### config.mk
export PLATFORM = sky130hd
export DESIGN_NAME = fibo_uart_tx
export DESIGN_NICKNAME = d
export VERILOG_FILES = /design/src/rtl/fibo_uart_tx.sv
export SDC_FILE = /design/constraint.sdc
export NUM_CORES = 1
export LEC_CHECK = 0
export ABC_CLOCK_PERIOD_IN_PS = 2900
export CAP_MARGIN = 20
export CORE_ASPECT_RATIO = 0.6
export CORE_UTILIZATION = 51
export DETAILED_ROUTE_END_ITERATION = 8
export DONT_BUFFER_PORTS = 1
export PLACE_DENSITY_LB_ADDON = 0.08
export SLEW_MARGIN = 30
export SYNTH_ARGS = -nofsm -noshare
export SYNTH_HDL_FRONTEND = slang
export SYNTH_SLANG_ARGS = --single-unit
export TNS_END_PERCENT = 1
### constraint.sdc
create_clock -name clk -period 2.9 [get_ports clk]
set_clock_uncertainty 0.15 [all_clocks]
set_input_delay 0.435 -clock clk [delete_from_list [all_inputs] [get_ports clk]]
set_output_delay 0.435 -clock clk [all_outputs]
set_load 0.01 [all_outputs]
### src/rtl/fibo_uart_tx.sv
// Serialises every change of the fibo_led value as one UART frame, LSB first.
// Define FIBO_UART_PARITY_EN to append an even-parity bit after D7 (8E1 instead of 8N1).
module fibo_uart_tx #(
    parameter logic [15:0] CLKS_PER_BIT = 16'd868
) (
    input  logic       clk,
    input  logic       reset,
    input  logic [7:0] din,
    output logic       tx,
    output logic       busy,
    output logic       overrun
);

    typedef enum logic [2:0] {
        IDLE,
        START,
        DATA,
        PARITY,
        STOP
    } state_e;

    localparam logic [15:0] BAUD_LAST = CLKS_PER_BIT - 16'd1;

    state_e      state_q, state_d;
    logic [7:0]  last_q, last_d;
    logic [7:0]  pend_q, pend_d;
    logic        pending_q, pending_d;
    logic [7:0]  shift_q, shift_d;
    logic [15:0] baud_q, baud_d;
    logic [2:0]  bit_q, bit_d;
    logic        tx_q, tx_d;
    logic        busy_q, busy_d;
    logic        ovr_q, ovr_d;

    logic        chg;
    logic        baud_end;

    assign chg      = (din != last_q);
    assign baud_end = (baud_q == BAUD_LAST);

    always_comb begin
        state_d   = state_q;
        last_d    = last_q;
        pend_d    = pend_q;
        pending_d = pending_q;
        shift_d   = shift_q;
        baud_d    = baud_q;
        bit_d     = bit_q;
        tx_d      = tx_q;
        busy_d    = busy_q;
        ovr_d     = 1'b0;

        // A change during a frame is parked; a second one replaces it.
        if (state_q != IDLE) begin
            baud_d = baud_end ? 16'd0 : baud_q + 16'd1;
            if (chg) begin
                pend_d    = din;
                last_d    = din;
                pending_d = 1'b1;
                ovr_d     = pending_q;
            end
        end

        unique case (state_q)
            IDLE: begin
                baud_d = 16'd0;
                bit_d  = 3'd0;
                if (chg) begin
                    shift_d   = din;
                    last_d    = din;
                    pending_d = 1'b0;
                    ovr_d     = pending_q;
                    state_d   = START;
                    tx_d      = 1'b0;
                    busy_d    = 1'b1;
                end else if (pending_q) begin
                    shift_d   = pend_q;
                    pending_d = 1'b0;
                    state_d   = START;
                    tx_d      = 1'b0;
                    busy_d    = 1'b1;
                end
            end
            START: begin
                if (baud_end) begin
                    state_d = DATA;
                    bit_d   = 3'd0;
                    tx_d    = shift_q[0];
                end
            end
            DATA: begin
                if (baud_end) begin
                    if (bit_q == 3'd7) begin
`ifdef FIBO_UART_PARITY_EN
                        state_d = PARITY;
                        tx_d    = ^shift_q;
`else
                        state_d = STOP;
                        tx_d    = 1'b1;
`endif
                    end else begin
                        bit_d = bit_q + 3'd1;
                        tx_d  = shift_q[bit_q + 3'd1];
                    end
                end
            end
`ifdef FIBO_UART_PARITY_EN
            PARITY: begin
                if (baud_end) begin
                    state_d = STOP;
                    tx_d    = 1'b1;
                end
            end
`endif
            STOP: begin
                if (baud_end) begin
                    state_d = IDLE;
                    busy_d  = 1'b0;
                end
            end
            default: begin
                state_d = IDLE;
                tx_d    = 1'b1;
                busy_d  = 1'b0;
            end
        endcase
    end

    always_ff @(posedge clk or negedge reset) begin
        if (!reset) begin
            state_q   <= IDLE;
            last_q    <= 8'h00;
            pend_q    <= 8'h00;
            pending_q <= 1'b0;
            shift_q   <= 8'h00;
            baud_q    <= 16'd0;
            bit_q     <= 3'd0;
            tx_q      <= 1'b1;
            busy_q    <= 1'b0;
            ovr_q     <= 1'b0;
        end else begin
            state_q   <= state_d;
            last_q    <= last_d;
            pend_q    <= pend_d;
            pending_q <= pending_d;
            shift_q   <= shift_d;
            baud_q    <= baud_d;
            bit_q     <= bit_d;
            tx_q      <= tx_d;
            busy_q    <= busy_d;
            ovr_q     <= ovr_d;
        end
    end

    assign tx      = tx_q;
    assign busy    = busy_q;
    assign overrun = ovr_q;

endmodule

# Word level (Yosys, flattened, before mapping)
# Index checks and enable logic that the tools add are counted.
[word_totals] regBits=50 latchBits=0 ram_bits=0 romBits=0 in_bits=10 out_inout_bits=3 elab_cells=79 n_memories=0
[op_classes] n_addsub=2 multipliers=0 n_div=0 order_cmp=1 eq_ne=12 shifts=0 mux=40 n_bitwise=2 reduce_logical=12
[op_table] cell="$mux 16" n=3
[op_table] cell="$mux 8" n=6
[op_table] cell="$mux 3" n=8
[op_table] cell="$mux 1" n=18
[op_table] cell="$add 16x1->16 const B" n=1
[op_table] cell="$eq 16x10->1 const B" n=1
[op_table] cell="$pmux 3 s4" n=1
[op_table] cell="$ne 2x2->1 const B" n=5
[op_table] cell="$pmux 3 s3" n=1
[op_table] cell="$ne 8x8->1" n=1
[op_table] cell="$reduce_and 4->1" n=2
[op_table] cell="$eq 3x3->1 const B" n=2
[op_table] cell="$reduce_bool 3->1" n=2
[op_table] cell="$reduce_and 5->1" n=1
[op_table] cell="$lt 3x4->1 const B" n=1
[op_table] cell="$pmux 1 s4" n=1
[op_table] cell="$reduce_and 2->1" n=2
[op_table] cell="$reduce_bool 2->1" n=2
[op_table] cell="$add 3x1->3 const B" n=1
[op_table] cell="$bmux 1 s3" n=1
[op_table] cell="$eq 3x1->1 const B" n=1
[op_table] cell="$eq 3x2->1 const B" n=1
[op_table] cell="$logic_not 3->1" n=1
[op_table] cell="$ne 3x3->1 const B" n=1
[op_table] cell="other kinds (4)" n=5

# Depth between registers and ports, before layout
# Gate-level depths: netlist of run 1.
[logic_depth] ltp_word=6 depth_mapped=7 ltp_nobuf=6

# Least setup slack after synthesis of run 1
# No wires, ideal clock.
[synth_timing] kind="flip-flop to flip-flop" start="register baud_q[11]" end="register bit_q[1]" setup_ns=0.128 arrival_time_ns=2.058 path_slack_ns=0.564 stages_incl_launch_ff=6 n_path_buf=0 path_cell_list="dfrtp_1 > or4_4 > nor4_4 > nor3_2 > a211oi_2 > mux2_1"
[synth_via] elab_chain_len=3
[synth_lines] item="start, declared" line="29" source="logic [15:0] baud_q, baud_d;"
[synth_lines] item="start signal, assigned" line="147" source="baud_q <= baud_d;"
[synth_lines] item="$eq 16x10->1 *" line="39" source="assign baud_end = (baud_q == BAUD_LAST);"
[synth_lines] item="$ne 2x2->1 (no line)"
[synth_lines] item="$reduce_and 4->1 (no line) *"
[synth_lines] item="end signal, assigned" line="148" source="bit_q <= bit_d;"
[synth_lines] item="end, declared" line="30" source="logic [2:0] bit_q, bit_d;"
# Every way passes the cells marked *; elsewhere a longest branch is shown, timed or not.
# A chain may end at the register's enable or synchronous reset.

# Worst setup path after layout of run 1
[layout_timing] start="register state_q[1]" end="register shift_q[2]"
[layout_via] elab_chain_len=2
[layout_lines] item="start, declared" line="24" source="state_e state_q, state_d;"
[layout_lines] item="start signal, assigned" line="142" source="state_q <= state_d;"
[layout_lines] item="$logic_not 3->1" line="64" source="unique case (state_q)"
[layout_lines] item="$reduce_and 2->1 (no line)"
[layout_lines] item="end signal, assigned" line="146" source="shift_q <= shift_d;"
[layout_lines] item="end, declared" line="28" source="logic [7:0] shift_q, shift_d;"
# No other way between the ends.

==> results of run 1 <==
==> metal layers <==
metal,global-route usage,part of all wire
met4,0.0340,0.0084
met3,0.0496,0.035
met1,0.307,0.54
met2,0.305,0.41
met5,0,0
==> state kept, by name, indices dropped and copies added (netlist names) <==
| signal | flops |
|---|---|
| shift_q | 8 |
| tx | 1 |
| last_q | 8 |
| baud_q | 16 |
| busy | 1 |
| state_q | 3 |
| bit_q | 3 |
| overrun | 1 |
| pend_q | 8 |
| pending_q | 1 |
==> final timing paths <==
check / startpoint / cells past startpoint / slack (ns) / end
max reg2reg: state_q[1] / 3 / 0.50 / shift_q[2]
min: din[7] / 1 / 0.13 / pend_q[7]
max: state_q[1] / 3 / 0.50 / shift_q[2]
max in group asynchronous: reset / 2 / 1.85 / tx
min in group asynchronous: reset / 2 / 0.49 / pend_q[5]
min reg2reg: baud_q[0] / 1 / 0.34 / baud_q[0]
==> final cells by class <==
cell class | instances | area [um^2] | area share
flip-flops and latches | 50 | 1250 | 0.468
clock buffers | 7 | 96.3 | 0.0360
well taps | 60 | 75.1 | 0.0281
multi-input cells | 146 | 1060 | 0.397
clock inverters | 1 | 8.76 | 0.00327
inverters | 11 | 41.3 | 0.0154
repair buffers | 13 | 140 | 0.0524
==> through the flow <==
step	cell area (um^2)	power, mW	hold WS, ns	cells	setup WS [ns]
global route	2680	1.52	0.122	288	0.375
CTS	2640	1.45	0.000822	284	0.535
detailed placement	2450	0.978	-0.00993	270	0.536
finish	2680	1.44	0.134	288	0.499
global placement	2450	0.971	-0.00979	270	0.643
floorplan	2420	0.945	-0.0106	223	0.564
==> synth_stat cells (2+ instances only) <==
cell and count:
nand2_1 8, o21ai_0 2, clkbuf_1 13, dfrtp_1 49, nor4_1 2, nand3_1 7
mux2i_1 9, and3_1 3, nor2_1 22, ha_1 3, mux2_1 2, xor2_1 9
xnor2_1 14, nand4_1 4, or3b_2 2, nand2b_1 2, a21oi_1 6, inv_1 11
nor3b_1 2, mux2_2 10, and2_1 8, o22ai_1 8, nor3_1 3, or2_2 2
==> where the power goes <==
group	internal, mW	switching [mW]
Sequential	0.755	0.0638
Clock	0.219	0.229
Combinational	0.0927	0.0822
Total	1.07	0.375
==> kinds of logic (layout without fill, tap and decap cells) <==
kind of cell    after synthesis  in the layout  synth area share
compound gates               23             23            0.0632
xor+xnor                     23             23            0.0833
fa+ha+maj                     3              3            0.0155
buf+inv                      27             32            0.0430
flops                        50             50             0.518
mux                          22             22             0.102
simple gates                 75             75             0.174
==> flow_summary_export.csv, run 1 <==
group,metric,value,unit
drt,drtAntennaViolNets,0,
sta,setup_viol,0,
worst_setup_path,path_class,"register to register",
synth,synth_edf_count,0,
synth,postSynthCellCount,223,
floorplanning,dieArea,5030,um^2
drt,firstDrtPassIters,4,
clocking,cts_buffers,5,
clocking,post_cts_buffers,0,
synth,synth_sequential_area_ratio,0.518,
final_layout,final_nets,240,
placement,hpwl,3.25,mm
clocking,cts_resized,0,
final_layout,layout-drive-gt1-share,0.145,
worst_setup_path,crit_path_max_incr_delay,0.72,ns
job,max_cap_viol_count,0,
synth,async_flop_share,1.00,
clocking,clk_pin_slew,0.09,ns
sta,slew_headroom,0.438,
clocking,root_buffer,"clkbuf_8",
power,p_leak,1.14,nW
global_route,track_usage,0.204,
worst_setup_path,critPathMaxFanout,17,
floorplanning,die_w,90.9,um
worst_setup_path,crit_chain,"or3_1 > a21oi_1 > o22ai_1",
global_route,grt_overflow,0,
drt,drc,0,
power,vdd_ir_drop_max,0.357,mV
clocking,htree_levels,2,
final_layout,n_antenna_cell,0,
synth,synth_fp_nets,236,
drt,wl_per_cell,16.2,um
drt,wirelength,4.65,mm
synth,synth_ff_type,"dfrtp_1",
floorplanning,core_area,4320,um^2
floorplanning,ioPinCount,13,
synth,synth.top_cell.area_share,0.507,
power,power.density,539,nW/um^2
global_route,grt_pass1_wl,7.96,mm
global_route,grt_pass1_vias,1582,
worst_setup_path,critPathLaunchType,"register",
worst_setup_path,crit_slowest_cell,"a21oi_1",
clocking,numClockSinks,50,
clocking,cts_tree,"done",
floorplanning,die_y,55.3,um
clocking,cts_hold_buf,6,
synth,yosysWarnings,0,
status,status,"finished clean",
sta,drv_slew,0,
sta,fin_setup_tns,0,ns
placement,portBuffers,0,
synth,postSynthAreaPerCell,10.8,um^2
final_layout,final_cell_mix,"dfrtp_1, nor2_1, xnor2_1, inv_1, mux2_2",
synth,ys_ff_latch,50,
final_layout,layout_commonest_cell,"dfrtp_1",
floorplanning,start_util,0.559,
synth,ys_top_cells_by_area,"dfrtp_1, xnor2_1, mux2_2",
placement,place_congestion,0.818,
final_layout,utilization,0.619,
final_layout,fillers,376,
global_route,antenna_found_initial,0,
drt,drtIter0Drc,63,
sta,rsz0062_at_grt,"false",
worst_setup_path,end_kind,"register",
sta,worst_pin_slew,0.842,ns
floorplanning,num_rows,18,
clocking,insertion_delay,0.30,ns
worst_setup_path,worst_ep_arrival_time,2.40,ns
synth,syn_area,2420,um^2
sta,period_needed,2.40,ns
synth,yosys.cell_types.count,46,
sta,period_share,0.828,
sta,final_hold_viol_count,0,
synth,yosysTopAreaCell,"dfrtp_1",
global_route,grt_max_degree,51,
drt,vias_per_cell,5.47,
worst_setup_path,critPathBufInv,0,
worst_setup_path,crit_family,"compound AO/OA/AOI/OAI gates",
final_layout,areaGrowthSynthToFinish,10.7,%
clocking,cts_buffer_depth,2,
drt,vias,1575,
hold_path,hp-class,"input pin to register",
worst_setup_path,critPathRequiredTime,2.90,ns
sta,max_freq,417,MHz
Note: power is estimated with default switching activity, not from simulation.
==> run 2: changes to the inputs <==
--- a/config.mk
+++ b/config.mk
@@ -5,7 +5,7 @@
 export SDC_FILE = /design/constraint.sdc
 export NUM_CORES = 1
 export LEC_CHECK = 0
-export ABC_CLOCK_PERIOD_IN_PS = 2900
+export ABC_CLOCK_PERIOD_IN_PS = 2100
 export CAP_MARGIN = 20
 export CORE_ASPECT_RATIO = 0.6
 export CORE_UTILIZATION = 51
==> constraint.sdc (replaced) <==
create_clock -name clk -period 2.1 [get_ports clk]
set_clock_uncertainty 0.15 [all_clocks]
set_input_delay 0.315 -clock clk [delete_from_list [all_inputs] [get_ports clk]]
set_output_delay 0.315 -clock clk [all_outputs]
set_load 0.01 [all_outputs]
==> flow_summary_export.csv, run 2 (synthesized netlist as in run 1, its figures left out) <==
group,metric,value,unit
final_layout,layout_commonest_cell,"dfrtp_1",
power,switchingPower,508,uW
drt,wl_per_cell,16.4,um
floorplanning,die_w,90.9,um
worst_setup_path,critPathRequiredTime,2.14,ns
worst_setup_path,crit_path_max_incr_delay,0.54,ns
clocking,insertion_delay,0.29,ns
power,p_int,1.49,mW
power,power.density,691,nW/um^2
clocking,cts_buffers,5,
sta,setup_slack,-0.182,ns
final_layout,top_register,"baud_q",
worst_setup_path,crit_family,"simple AND/OR/NAND/NOR gates",
power,power_frac_comb,0.164,
worst_setup_path,crit_slowest_cell,"or4_4",
power,vdd_ir_drop_max,0.365,mV
worst_setup_path,crit_chain,"or4_4 > nor4_4 > nor3_2 > a211oi_2 > buf_4 > mux2_4",
worst_setup_path,critPathBufInv,1,
placement,place_congestion,0.872,
power,switching_share,0.255,
global_route,grt_pass1_wl,8.51,mm
clocking,cts_buffer_depth,2,
placement,post-place-ws,-0.102,ns
placement,portBuffers,0,
worst_setup_path,critPathLaunchType,"register",
final_layout,design_area,2890,um^2
drt,drtIter0Drc,79,
status,status,"finished with violations",
worst_setup_path,path_class,"register to register",
sta,slew_headroom,0.653,
sta,period_share,1.09,
power,clkPwrFrac,0.284,
global_route,grt_overflow,0,
sta,final_hold_viol_count,0,
final_layout,areaGrowthSynthToFinish,19.4,%
power,p_leak,1.25,nW
clocking,cts_tree,"done",
clocking,htree_levels,2,
final_layout,utilization,0.668,
drt,vias_per_cell,5.49,
sta,worst_pin_slew,0.519,ns
worst_setup_path,worst_ep_arrival_time,2.32,ns
clocking,root_buffer,"clkbuf_8",
status,violations,"negative setup slack",
sta,max_freq,438,MHz
floorplanning,num_rows,18,
sta,setup_viol,4,
floorplanning,core_area,4320,um^2
sta,rsz0062_at_grt,"true",
sta,drv_slew,0,
floorplanning,start_util,0.559,
worst_setup_path,end_kind,"register",
final_layout,n_antenna_cell,0,
placement,place_area,2620,um^2
sta,period_needed,2.28,ns
job,max_cap_viol_count,0,
hold_path,hp-class,"input pin to register",
final_layout,largest_register_ffs,16,
floorplanning,dieArea,5030,um^2
power,pwr-share-seq,0.552,
drt,drc,0,
clocking,clk_pin_slew,0.09,ns
drt,vias,1707,
drt,drtAntennaViolNets,0,
global_route,grt_pass1_vias,1720,
drt,firstDrtPassIters,4,
floorplanning,die_y,55.3,um
floorplanning,ioPinCount,13,
final_layout,final_cell_mix,"dfrtp_1, buf_4, nor2_1, xnor2_1, inv_1",
worst_setup_path,critPathMaxFanout,3,
placement,hpwl,3.60,mm
global_route,grt_max_degree,51,
clocking,numClockSinks,50,
drt,wirelength,5.10,mm
global_route,antenna_found_initial,0,
final_layout,final_nets,263,
global_route,track_usage,0.220,
final_layout,layout-drive-gt1-share,0.243,
-- run 2: changes by cell type in the layout (fill, tap and decap cells not counted), sizes merged --
cell	change
buf	+23
clkbuf	+1
clkinv	-1
-- run 2: stage by stage --
stage / hold WS (ns) / TNS, ns / instances / power (mW)
after detailed placement: -0.130 / -0.262 / 290 / 1.40
after CTS: 0.00685 / -0.292 / 308 / 2.00
after global routing: 0.0104 / -0.593 / 311 / 2.08
after floorplan: -0.131 / -1.35 / 223 / 1.31
after global placement: -0.130 / -0.0641 / 290 / 1.38
final: 0.0122 / -0.478 / 311 / 2.00
-- run 2: final cells by class --
cell class	instances	area (um^2)
Clock buffer	8	90.1
Timing Repair Buffer	36	325
Tap cell	60	75.1
Fill cell	354	1440
Sequential cell	50	1250
Multi-Input combinational cell	146	1100
Inverter	11	41.3
-- run 2: path summary, 6_finish.rpt --
check                           start         end  slack [ns]  cells after the start
setup / recovery           baud_q[10]    bit_q[1]       -0.18                      6
hold / removal                 din[3]   pend_q[3]        0.01                      1
setup reg to reg           baud_q[10]    bit_q[1]       -0.18                      6
hold reg to reg             pend_q[3]   pend_q[3]        0.35                      1
max in group asynchronous       reset          tx        1.15                      2
min in group asynchronous       reset  shift_q[7]        0.39                      2
-- run 2: worst register-to-register path, delay by kind of cell (launching register included) --
kind	cells	cell delay [ns]
and+or+nand+nor	3	0.95
AOI/OAI and AO/OA	1	0.20
buffers and inverters	1	0.16
DFF	1	0.41
muxes	1	0.30
-- run 2: timing repair --
action | CTS | global route
setup buffers | 0 | 3
gates resized for setup | 3 | 7
endpoints found under the hold margin | 58 | 0
pin swaps | 1 | 4
hold buffers | 10 | 0
setup endpoints to repair | 4 | 28
-- run 2: per-layer routing --
| layer | routed length [um] | GRT usage |
|---|---|---|
| met1 | 2630 | 0.331 |
| met2 | 2220 | 0.331 |
| met3 | 220 | 0.0441 |
| met4 | 29 | 0.0476 |
| met5 | 0 | 0 |
-- run 2: power by group through the flow --
stage / sequential, mW / combinational [mW] / clock (mW)
after floorplan: 1.12 / 0.184 / 0
after global placement: 1.11 / 0.271 / 0
after detailed placement: 1.12 / 0.277 / 0
after CTS: 1.10 / 0.317 / 0.578
after global routing: 1.11 / 0.361 / 0.606
final: 1.10 / 0.327 / 0.567
==> run 3: changes to the inputs <==
--- a/config.mk
+++ b/config.mk
@@ -6,8 +6,7 @@
 export NUM_CORES = 1
 export LEC_CHECK = 0
 export ABC_CLOCK_PERIOD_IN_PS = 2100
-export CAP_MARGIN = 20
-export CORE_ASPECT_RATIO = 0.6
+export CORE_ASPECT_RATIO = 0.8
 export CORE_UTILIZATION = 51
 export DETAILED_ROUTE_END_ITERATION = 8
 export DONT_BUFFER_PORTS = 1
==> flow_summary_export.csv, run 3 (synthesized netlist as in run 1, its figures left out) <==
group,metric,value,unit
status,status,"finished with violations",
worst_setup_path,critPathMaxFanout,3,
hold_path,hp-start,"din[7]",
floorplanning,die_y,63.6,um
clocking,cts_buffers,5,
final_layout,design_area,2930,um^2
final_layout,top_register,"baud_q",
global_route,antenna_found_initial,0,
worst_setup_path,worstSetupEndpoint,"bit_q[2]",
worst_setup_path,rr_startpoint,"baud_q[2]",
global_route,grt_overflow,0,
worst_setup_path,critPathLaunchType,"register",
worst_setup_path,cp-startpoint,"baud_q[2]",
final_layout,areaGrowthSynthToFinish,21.1,%
sta,max_freq,442,MHz
worst_setup_path,crit_slowest_cell,"or4_4",
clocking,root_buffer,"clkbuf_8",
job,max_cap_viol_count,0,
drt,drtAntennaViolNets,0,
drt,drtIter0Drc,85,
final_layout,ff_latch_area,1250,um^2
placement,portBuffers,0,
clocking,cts_tree,"done",
sta,rsz0062_at_grt,"true",
global_route,grt_pass1_wl,8.12,mm
floorplanning,dieArea,5020,um^2
worst_setup_path,r2r_slack,-0.16,ns
power,vdd_ir_drop_max,0.633,mV
final_layout,final_cell_mix,"dfrtp_1, buf_4, nor2_1, xnor2_1, dlygate4sd3_1",
worst_setup_path,worst-path-stages,5,
drt,drc,0,
sta,period_share,1.08,
worst_setup_path,end_kind,"register",
floorplanning,num_rows,22,
sta,final_hold_viol_count,0,
sta,period_needed,2.26,ns
power,power.total,1.98,mW
worst_setup_path,crit_family,"simple AND/OR/NAND/NOR gates",
clocking,numClockSinks,50,
global_route,grt_pass1_vias,1722,
floorplanning,die_w,79.0,um
global_route,track_usage,0.216,
floorplanning,core_area,4570,um^2
sta,worst_pin_slew,0.507,ns
placement,place_congestion,0.810,
worst_setup_path,crit_chain,"or4_4 > nor4_4 > nor3_2 > a211oi_2 > mux2_1",
drt,vias_per_cell,5.30,
sta,setup_slack,-0.160,ns
power,p_leak,1.28,nW
final_layout,largest_register_ffs,16,
worst_setup_path,r2r_end,"bit_q[2]",
worst_setup_path,crit_path_max_incr_delay,0.56,ns
worst_setup_path,r2r_cells,5,
placement,hpwl,3.32,mm
drt,wirelength,4.76,mm
worst_setup_path,path_class,"register to register",
drt,firstDrtPassIters,4,
power,power.density,677,nW/um^2
status,violations,"negative setup slack",
clocking,htree_levels,2,
clocking,clk_pin_slew,0.09,ns
worst_setup_path,critPathBufInv,0,
worst_setup_path,worst_ep_arrival_time,2.30,ns
final_layout,layout-drive-gt1-share,0.237,
hold_path,hp-class,"input pin to register",
final_layout,multiInputGateArea,1080,um^2
hold_path,hold_depth,1,
final_layout,layout_commonest_cell,"dfrtp_1",
global_route,grt_max_degree,51,
final_layout,final_nets,269,
worst_setup_path,critPathRequiredTime,2.14,ns
placement,place_area,2640,um^2
placement,post-place-ws,-0.114,ns
final_layout,n_antenna_cell,0,
final_layout,fillers,403,
floorplanning,start_util,0.529,
clocking,cts_buffer_depth,2,
sta,setup_viol,16,
drt,vias,1681,
sta,drv_slew,0,
floorplanning,ioPinCount,13,
sta,slew_headroom,0.662,
clocking,insertion_delay,0.30,ns
drt,wl_per_cell,15.0,um
run 3: what timing repair did:
item,CTS,global route
hold buffers,10,5
buffers inserted,0,1
pin swaps,0,4
endpoints found under the hold margin,58,5
setup endpoints to repair,3,29
resized for setup,2,7
run 3: worst min-delay path by stage:
stage	to	slack, ns
after floorplan	baud_q[0]	-0.13
after global placement	busy	-0.13
after detailed placement	baud_q[15]	-0.13
after CTS	pend_q[1]	0.003
after global routing	pend_q[4]	-0.00006
final	pend_q[7]	0.01
run 3: worst register-to-register path, cell delays in order, from the launching register on:
cell and delay, ns:
dfrtp_1 0.39, or4_4 0.56, nor4_4 0.32, nor3_2 0.08, a211oi_2 0.31, mux2_1 0.35
run 3: final cells by class:
| class | instances | share of cell area |
|---|---|---|
| multi-input combinational | 146 | 0.371 |
| timing repair buffer | 42 | 0.132 |
| tap | 60 | 0.0257 |
| sequential | 50 | 0.428 |
| clock buffer | 6 | 0.0248 |
| inverter | 11 | 0.0141 |
| clock inverter | 2 | 0.00470 |
run 3: per-layer routing:
layer / wire [um] / vias to the layer above / track usage
met3: 118 / 8 / 0.0580
met4: 82 / 0 / 0.0818
li1: - / 827 / -
met2: 2150 / 17 / 0.318
met1: 2410 / 829 / 0.303
met5: 0 / - / 0
run 3: where the power goes:
part           switching, mW  total (mW)  leakage (nW)  internal [mW]
Sequential            0.0523        1.09         0.603           1.04
Combinational          0.158       0.346         0.630          0.188
Clock                  0.308       0.543        0.0452          0.235
Total                  0.518        1.98          1.28           1.46
run 3: stage by stage:
step | setup TNS [ns] | hold WS (ns) | cells | util
CTS | -0.230 | 0.00314 | 311 | 0.625
global placement | -0.0726 | -0.129 | 293 | 0.578
global route | -2.88 | -0.0000550 | 317 | 0.640
floorplan | -1.35 | -0.131 | 223 | -
detailed placement | -0.255 | -0.129 | 293 | 0.578
finish | -0.437 | 0.0130 | 317 | 0.640
